`config.mk`:
```
export PLATFORM = sky130hd
export DESIGN_NAME = textcon_writer
export DESIGN_NICKNAME = d
export VERILOG_FILES = /design/src/rtl/textcon_writer.sv
export SDC_FILE = /design/constraint.sdc
export NUM_CORES = 1
export LEC_CHECK = 0
export BUFFER_PORTS_ARGS = -buffer_cell sky130_fd_sc_hd__buf_2
export CAP_MARGIN = 15
export CORE_UTILIZATION = 41
export DETAILED_ROUTE_END_ITERATION = 7
export SYNTH_ARGS = -nofsm -noshare
export SYNTH_HDL_FRONTEND = slang
export SYNTH_SLANG_ARGS = --single-unit
```
`constraint.sdc`:
```
create_clock -name clk -period 2.9 [get_ports clk]
set_input_delay 0.145 -clock clk [delete_from_list [all_inputs] [get_ports clk]]
set_output_delay 0.145 -clock clk [all_outputs]
set_load 0.02 [all_outputs]
```
`src/rtl/textcon_writer.sv`:
```
// textcon_writer: byte-stream text writer for the 2KB character VRAM.
// Keeps a cursor, handles CR/LF/BS/FF and drives the VRAM write port.
// VRAM address layout is {row[4:0], col[5:0]}.
// Optional macro TEXTCON_CLEAR_ON_RESET_EN: when defined, the block clears
// the whole VRAM automatically after reset is released.
module textcon_writer #(
  parameter int unsigned COLS  = 40,
  parameter int unsigned ROWS  = 30,
  parameter logic [7:0]  BLANK = 8'h20
) (
  input  logic        clk,
  input  logic        reset,
  input  logic [7:0]  in_data,
  input  logic        in_valid,
  output logic        in_ready,
  output logic        vram_we,
  output logic [10:0] vram_waddr,
  output logic [7:0]  vram_wdata,
  output logic [4:0]  cursor_row,
  output logic [5:0]  cursor_col,
  output logic        busy
);

  localparam logic [5:0] ColLast = 6'(COLS - 1);
  localparam logic [4:0] RowLast = 5'(ROWS - 1);

  // StDrain holds off in_ready for one cycle after the last clear write.
  typedef enum logic [1:0] {StIdle, StClear, StDrain} state_e;

  state_e      state_q, state_d;
  logic [4:0]  row_q, row_d;
  logic [5:0]  col_q, col_d;
  logic [10:0] cnt_q, cnt_d;
  logic        we_q, we_d;
  logic [10:0] waddr_q, waddr_d;
  logic [7:0]  wdata_q, wdata_d;
  logic        busy_q, busy_d;
  logic [4:0]  row_next;

  // Row advance wraps at ROWS-1; there is no scrolling.
  always_comb begin
    row_next = (row_q == RowLast) ? 5'd0 : row_q + 5'd1;
  end

  // Next-state: byte decode in idle, sequential fill while clearing.
  always_comb begin
    state_d = state_q;
    row_d   = row_q;
    col_d   = col_q;
    cnt_d   = cnt_q;
    we_d    = 1'b0;
    waddr_d = waddr_q;
    wdata_d = wdata_q;
    busy_d  = busy_q;
    unique case (state_q)
      StIdle: begin
        if (in_valid) begin
          case (in_data)
            8'h0A: begin
              col_d = 6'd0;
              row_d = row_next;
            end
            8'h0D: col_d = 6'd0;
            8'h08: begin
              if (col_q != 6'd0) col_d = col_q - 6'd1;
            end
            8'h0C: begin
              state_d = StClear;
              cnt_d   = 11'd0;
              busy_d  = 1'b1;
            end
            default: begin
              // Remaining control codes are swallowed silently.
              if (in_data >= 8'h20) begin
                we_d    = 1'b1;
                waddr_d = {row_q, col_q};
                wdata_d = in_data;
                if (col_q == ColLast) begin
                  col_d = 6'd0;
                  row_d = row_next;
                end else begin
                  col_d = col_q + 6'd1;
                end
              end
            end
          endcase
        end
      end
      StClear: begin
        we_d    = 1'b1;
        waddr_d = cnt_q;
        wdata_d = BLANK;
        cnt_d   = cnt_q + 11'd1;
        if (cnt_q == 11'h7FF) begin
          state_d = StDrain;
          busy_d  = 1'b0;
          row_d   = 5'd0;
          col_d   = 6'd0;
        end
      end
      StDrain: state_d = StIdle;
      default: state_d = StIdle;
    endcase
  end

  // State and registered outputs, asynchronous active-high reset.
  always_ff @(posedge clk or posedge reset) begin
    if (reset) begin
`ifdef TEXTCON_CLEAR_ON_RESET_EN
      state_q <= StClear;
      busy_q  <= 1'b1;
`else
      state_q <= StIdle;
      busy_q  <= 1'b0;
`endif
      row_q   <= 5'd0;
      col_q   <= 6'd0;
      cnt_q   <= 11'd0;
      we_q    <= 1'b0;
      waddr_q <= 11'd0;
      wdata_q <= 8'd0;
    end else begin
      state_q <= state_d;
      busy_q  <= busy_d;
      row_q   <= row_d;
      col_q   <= col_d;
      cnt_q   <= cnt_d;
      we_q    <= we_d;
      waddr_q <= waddr_d;
      wdata_q <= wdata_d;
    end
  end

  assign in_ready   = (state_q == StIdle);
  assign vram_we    = we_q;
  assign vram_waddr = waddr_q;
  assign vram_wdata = wdata_q;
  assign cursor_row = row_q;
  assign cursor_col = col_q;
  assign busy       = busy_q;

endmodule

```
==> PnR_summary.wiki, run 1 <==
{| class="wikitable"
! Metric !! Value
|-
| Tot GR Track Use || 0.221
|-
| Data required time at the worst endpoint || 3100 ps
|-
| Leakage component of the power || 1.28 nW
|-
| Avg WL per Cell || 16.6 µm
|-
| Number of port buffers || 43
|-
| Antenna Diode Count || 0
|-
| Total iterations of the first detailed-routing run || 4
|-
| Post-route antenna net violation count || 0
|-
| Launching element type of the critical path || flip-flop
|-
| Clock tree from TritonCTS || done
|-
| Slew HR || 0.346
|-
| Hold Fails Final Rpt || 0
|-
| Count of clock tree sinks || 45
|-
| Count of flip-flops with a built-in enable after synthesis || 0
|-
| Pins over their slew limit || 0
|-
| Chip Width || 81.7 µm
|-
| I/O pin cnt || 44
|-
| Instance area at placement || 0.00286 mm²
|-
| Insertion delay to the later sink of the worst-skew pair || 300 ps
|-
| Maximum number of pins on one net before global-route repair || 46
|-
| Setup skew after layout || 8.13 ps
|-
| Worst path max stage delay || 610 ps
|-
| Clock slew at the register clock pins of the worst setup and hold paths || 90 ps
|-
| Synthesized Nets || 308
|-
| Final number of setup-violating endpoints || 0
|-
| Setup total negative slack || 0 ps
|-
| Final design instance area without fill || 0.00296 mm²
|-
| Worst r2r path cells || 7
|-
| Critical path class || flip-flop to flip-flop
|-
| DRC violation count after routing || 0
|-
| Number of logic stages on the critical path including buffering || 7
|-
| Count of distinct cell types in the synthesized netlist || 58
|-
| Initial antenna violation count || 0
|-
| 1st-iter DRT viols || 167
|-
| Starting density of the core || 0.432
|-
| Growth of design area from synthesis to finish || 13.7%
|-
| Pin slew with the least headroom to its limit || 980 ps
|-
| Total die area || 0.00667 mm²
|-
| H-Tree Depth || 2
|-
| Critical path's slowest cell || or4b_2
|-
| Number of gates given a new drive strength after cts || 0
|-
| Status || complete, no violations
|-
| CTS Buf Count || 5
|-
| Remaining global-route overflow || 0
|-
| Portion of the clock cycle consumed by the worst path in the final layout || 0.828
|-
| Worst hold slack after final layout || 64.7 ps
|-
| Final wirelength || 6680 µm
|-
| Worst-case clock buffer depth || 2
|-
| Kind of cell with the highest combined delay on the critical path || simple AND/OR/NAND/NOR gates
|-
| Tot Pwr || 2.60 mW
|-
| Maximum capacitance violations || 0
|-
| Dpl hpwl || 4510 µm
|-
| Critical path fanouts, max || 9
|-
| Critical path cell sequence || inv_1, ha_1, or4b_2, o21bai_1, a32o_1, or2_2, mux2_2
|-
| Minimum period implied by the final worst setup slack || 2400 ps
|-
| Areal power density over the cells || 878 mW/mm²
|-
| Cell at the root of the clock tree || clkbuf_8
|-
| Vias || 2302
|-
| Layout fillers || 601
|-
| Die height || 81.7 µm
|-
| Max frequency || 417 MHz
|-
| Buffers and inverters on the worst path || 1
|-
| Type of the most critical hold path || input port to async pin
|-
| Post-CTS Hold Fix Bufs || 0
|-
| First-pass GRT wire length || 11000 µm
|-
| # Post-CTS Setup Buffers || 0
|-
| Arrival @ worst endpoint || 2600 ps
|-
| Gate Count Post-Synth || 292
|-
| Sequential area share after synthesis || 0.432
|-
| Fraction of final layout cells with drive strength greater than 1 || 0.229
|-
| Setup repair after global routing missed its margin || no
|-
| Core ar. || 0.00603 mm²
|-
| Share of the core filled with cells in the final layout || 0.491
|-
| #FFs+latches synth || 45
|-
| Share of flip-flops with an asynchronous set or reset after synthesis || 1.00
|-
| Number of global-route vias before repair || 2162
|-
| Vias per inst || 5.71
|-
| Number of nets in the final layout || 344
|-
| Synth Warn # || 0
|-
| Average cell area after synthesis || 8.92 µm²
|-
| Worst VDD drop || 0.507 mV
|-
| Number of placement rows || 28
|-
| Placer's final routability congestion estimate || 0.834
|-
| Type of destination of the critical path || flip-flop
|-
| Cell Area, Synth || 0.00260 mm²
|-
| Most used DFF post-synth || dfrtp_1
|}
## flip-flops by register name, indices dropped and copies added (netlist names)
register / count
vram_we: 1
busy: 1
state_q: 2
vram_waddr: 11
cursor_row: 5
vram_wdata: 8
cursor_col: 6
cnt_q: 11
## per-stage QoR
step / std cells / worst slack [ps]
2_1_floorplan: 292 / 574
3_3_place_gp: 396 / 561
3_5_place_dp: 396 / 526
4_1_cts: 403 / 514
5_1_grt: 403 / 364
6_report: 403 / 499
## final timing paths
path / start / end / slack (ps)
max in group asynchronous: reset / vram_waddr[8] / 2230
worst max-delay path: cursor_col[0] / cursor_col[0] / 500
worst max register to register: cursor_col[0] / cursor_col[0] / 500
worst min-delay path: reset / vram_wdata[5] / 60
worst min register to register: busy / busy / 490
min in group clk: in_data[4] / vram_wdata[4] / 90
## cells by family after synthesis
logic type,synth area share
muxes,0.0120
buffers and inverters,0.0447
DFF,0.432
adders and majority gates,0.0240
xor gates and xnor gates,0.0303
and+or+nand+nor,0.232
AOI/OAI and AO/OA,0.224
## final cells by class
cell class	count	area, µm²	share of cell area
well taps	75	93.8	0.0317
clock buffers	5	68.8	0.0232
flip-flops and latches	45	1130	0.380
multi-input cells	221	1360	0.460
inverters	8	30.0	0.0101
clock inverters	2	35.0	0.0118
repair buffers	47	245	0.0828
## Yosys cell counts, types with 3 or more instances
master     n  area [µm²]
a211oi_2   5        62.6
a21oi_1   14        70.1
a22o_1     3        26.3
a31oi_1   12        75.1
buf_2      3        15.0
clkbuf_1  12        45.0
dfrtp_1   45        1130
ha_1       5        62.6
inv_1      8        30.0
nand2_1   51         191
nand3_1    7        35.0
nand4_1    3        18.8
nor2_1    36         135
nor2b_1    4        25.0
nor3_1     6        30.0
nor4_1     3        18.8
o21ai_0   12        60.1
o31ai_1    6        45.0
xnor2_1    8        70.1
## worst reg2reg max path: stages, from the launching register on
cell and delay, ps:
dfrtp_1 480, inv_1 110, ha_1 200, or4b_2 610, o21bai_1 140, a32o_1 250, or2_2 180, mux2_2 330
## report_power, final
| group | switching (mW) | leakage (nW) | internal, mW |
|---|---|---|---|
| sequential | 0.281 | 0.527 | 0.830 |
| combinational | 0.613 | 0.703 | 0.402 |
| clock | 0.224 | 0.0540 | 0.251 |
| total | 1.12 | 1.28 | 1.48 |
## cells in the final DEF, fill, tap and decap left out, types with 4 or more instances in the layout
cell type   n
xnor2_1     8
ha_1        5
nand2_1    51
o31ai_1     6
buf_2      43
a21oi_1    14
dfrtp_1    45
nor2_1     36
nor3_1      6
o21ai_0    12
clkbuf_8    5
a211oi_2    5
inv_1       7
nor2b_1     4
buf_4       4
a31oi_1    12
nand3_1     7
## layer usage
metal | vias up | wire, µm | track usage
met4 | 0 | 109 | 0.0737
met2 | 72 | 3120 | 0.362
met3 | 11 | 319 | 0.0411
li1 | 1117 | - | -
met1 | 1102 | 3130 | 0.293
met5 | - | 0 | 0
(Power assumes the default switching activity.)
==> run 2, diff against run 1 <==
- clock period: 2.9 -> 2.5 ns (I/O delays scaled with it)
==> run 2 against run 1 <==
Cell area is 3.0% higher. Worst hold slack worse by 42 ps. Sequential share of layout area is 1.1 points lower. Clock power is 21% higher. Critical endpoint unchanged. Largest cell class unchanged.
==> PnR_summary.wiki, run 2 (synthesis results as in run 1) <==
{| class="wikitable"
! Metric !! Value
|-
| Status || complete, no violations (unchanged)
|-
| Antenna Diode Count || 0 (unchanged)
|-
| Setup slack of the critical path after layout || 194 ps (was 499 ps)
|-
| Worst path max stage delay || 620 ps (was 610 ps)
|-
| H-Tree Depth || 2 (unchanged)
|-
| Arrival @ worst endpoint || 2490 ps (was 2600 ps)
|-
| Worst-case clock buffer depth || 2 (unchanged)
|-
| Placer's final routability congestion estimate || 0.858 (was 0.834)
|-
| Vias || 2333 (was 2302)
|-
| Worst VDD drop || 0.448 mV (was 0.507 mV)
|-
| Number of placement rows || 28 (unchanged)
|-
| Internal cell power || 1.80 mW (was 1.48 mW)
|-
| DRC violation count after routing || 0 (unchanged)
|-
| Minimum period implied by the final worst setup slack || 2310 ps (was 2400 ps)
|-
| Relative contribution of sequential cells to total power || 0.389 (was 0.427)
|-
| Clock tree from TritonCTS || done (unchanged)
|-
| Initial antenna violation count || 0 (unchanged)
|-
| Clock network fraction of design power || 0.187 (was 0.183)
|-
| Fraction of final layout cells with drive strength greater than 1 || 0.251 (was 0.229)
|-
| Remaining global-route overflow || 0 (unchanged)
|-
| Number of port buffers || 43 (unchanged)
|-
| Hold Fails Final Rpt || 0 (unchanged)
|-
| Tot GR Track Use || 0.210 (was 0.221)
|-
| Die height || 81.7 µm (unchanged)
|-
| Growth of design area from synthesis to finish || 17.1% (was 13.7%)
|-
| Post-CTS Hold Fix Bufs || 0 (unchanged)
|-
| Total iterations of the first detailed-routing run || 4 (unchanged)
|-
| Data required time at the worst endpoint || 2690 ps (was 3100 ps)
|-
| Leakage component of the power || 1.34 nW (was 1.28 nW)
|-
| Setup skew after layout || 8.27 ps (was 8.13 ps)
|-
| Combinational power share || 0.424 (was 0.390)
|-
| I/O pin cnt || 44 (unchanged)
|-
| Max frequency || 434 MHz (was 417 MHz)
|-
| Maximum number of pins on one net before global-route repair || 46 (unchanged)
|-
| Net switching power figure || 1.28 mW (was 1.12 mW)
|-
| Post-route antenna net violation count || 0 (unchanged)
|-
| Maximum capacitance violations || 0 (unchanged)
|-
| Cell at the root of the clock tree || clkbuf_8 (unchanged)
|-
| Count of clock tree sinks || 45 (unchanged)
|-
| Share of the core filled with cells in the final layout || 0.506 (was 0.491)
|-
| Number of nets in the final layout || 354 (was 344)
|-
| Buffers and inverters on the worst path || 1 (unchanged)
|-
| Commonest cells after routing, fill and taps aside || nand2_1 (51), dfrtp_1 (45), buf_2 (43) (unchanged)
|-
| Slew HR || 0.371 (was 0.346)
|-
| Final wirelength || 6460 µm (was 6680 µm)
|-
| Type of destination of the critical path || flip-flop (unchanged)
|-
| Clock slew at the register clock pins of the worst setup and hold paths || 90 ps (about the same)
|-
| Launching element type of the critical path || flip-flop (unchanged)
|-
| # Post-CTS Setup Buffers || 0 (unchanged)
|-
| Critical path fanouts, max || 5 (was 9)
|-
| Number of gates given a new drive strength after cts || 0 (unchanged)
|-
| Avg WL per Cell || 15.6 µm (was 16.6 µm)
|-
| Pins over their slew limit || 0 (unchanged)
|-
| Critical path's slowest cell || or4b_2 (unchanged)
|-
| Chip Width || 81.7 µm (unchanged)
|-
| Final number of setup-violating endpoints || 0 (unchanged)
|-
| Total die area || 0.00667 mm² (unchanged)
|-
| Setup total negative slack || 0 ps (unchanged)
|-
| Type of the most critical hold path || input port to async pin (unchanged)
|-
| Dpl hpwl || 4480 µm (was 4510 µm)
|-
| Kind of cell with the highest combined delay on the critical path || simple AND/OR/NAND/NOR gates (unchanged)
|-
| Core ar. || 0.00603 mm² (unchanged)
|-
| CTS Buf Count || 5 (unchanged)
|-
| Setup repair after global routing missed its margin || no (unchanged)
|-
| Pin slew with the least headroom to its limit || 941 ps (was 980 ps)
|-
| Critical path cell sequence || inv_1, ha_1, or4b_2, o21bai_1, a32o_1, or2_2, mux2_2 (unchanged)
|-
| Sw Share || 0.416 (was 0.430)
|-
| First-pass GRT wire length || 10700 µm (was 11000 µm)
|-
| Portion of the clock cycle consumed by the worst path in the final layout || 0.923 (was 0.828)
|-
| Starting density of the core || 0.432 (unchanged)
|-
| Critical path class || flip-flop to flip-flop (unchanged)
|-
| Insertion delay to the later sink of the worst-skew pair || 290 ps (was 300 ps)
|-
| Vias per inst || 5.64 (was 5.71)
|-
| Post-Place Worst Slack || 213 ps (was 526 ps)
|-
| Areal power density over the cells || 1010 mW/mm² (was 878 mW/mm²)
|-
| Number of global-route vias before repair || 2162 (unchanged)
|-
| 1st-iter DRT viols || 152 (was 167)
|-
| Leading cell type in the layout, fill and taps excluded || nand2_1 (unchanged)
|}
## run 2: routing by layer
metal | routed length [µm] | GRT usage | part of all wire | up-vias
li1 | - | - | - | 1138
met5 | 0 | 0 | 0 | -
met4 | 88 | 0.0649 | 0.014 | 0
met1 | 3150 | 0.295 | 0.49 | 1122
met2 | 2930 | 0.330 | 0.45 | 65
met3 | 282 | 0.0322 | 0.044 | 8
## run 2: final cells by class
class	count	area [µm²]
fillers	607	2980
multi-input cells	221	1360
flip-flops and latches	45	1130
repair buffers	57	320
well taps	75	93.8
clock buffers	7	86.3
clock inverters	1	30.0
inverters	8	30.0
## run 2: power by group through the flow
stage          sequential [mW]  combinational, mW  clock [mW]
2_1_floorplan             1.40              0.686           0
3_3_place_gp              1.22               1.30           0
3_5_place_dp              1.21               1.30           0
4_1_cts                   1.20               1.31       0.594
5_1_grt                   1.24               1.45       0.620
6_report                  1.20               1.31       0.576
## run 2: worst paths after layout
kind / startpoint / endpoint / slack [ps] / cells past startpoint
min in group clk: in_data[3] / vram_wdata[3] / 90 / 3
max in group asynchronous: reset / cursor_col[5] / 1880 / 2
hold / removal: reset / vram_we / 20 / 2
setup reg to reg: cursor_col[0] / cursor_col[0] / 190 / 7
hold reg to reg: busy / busy / 500 / 1
setup / recovery: cursor_col[0] / cursor_col[0] / 190 / 7
## run 2: worst reg2reg max path: stages, from the launching register on
cell      delay [ps]
dfrtp_1          380
inv_1             70
ha_1             210
or4b_2           620
o21bai_1         150
a32o_1           250
or2_2            180
mux2_2           330
## run 2: metrics by stage
stage	power [mW]	area, µm²	hold slack (ps)	std cells
after global placement	2.51	2930	381	406
after detailed placement	2.52	2930	394	406
after CTS	3.11	3050	79.2	414
after global routing	3.31	3050	92.7	414
after floorplan	2.09	2600	256	292
final	3.08	3050	22.3	414
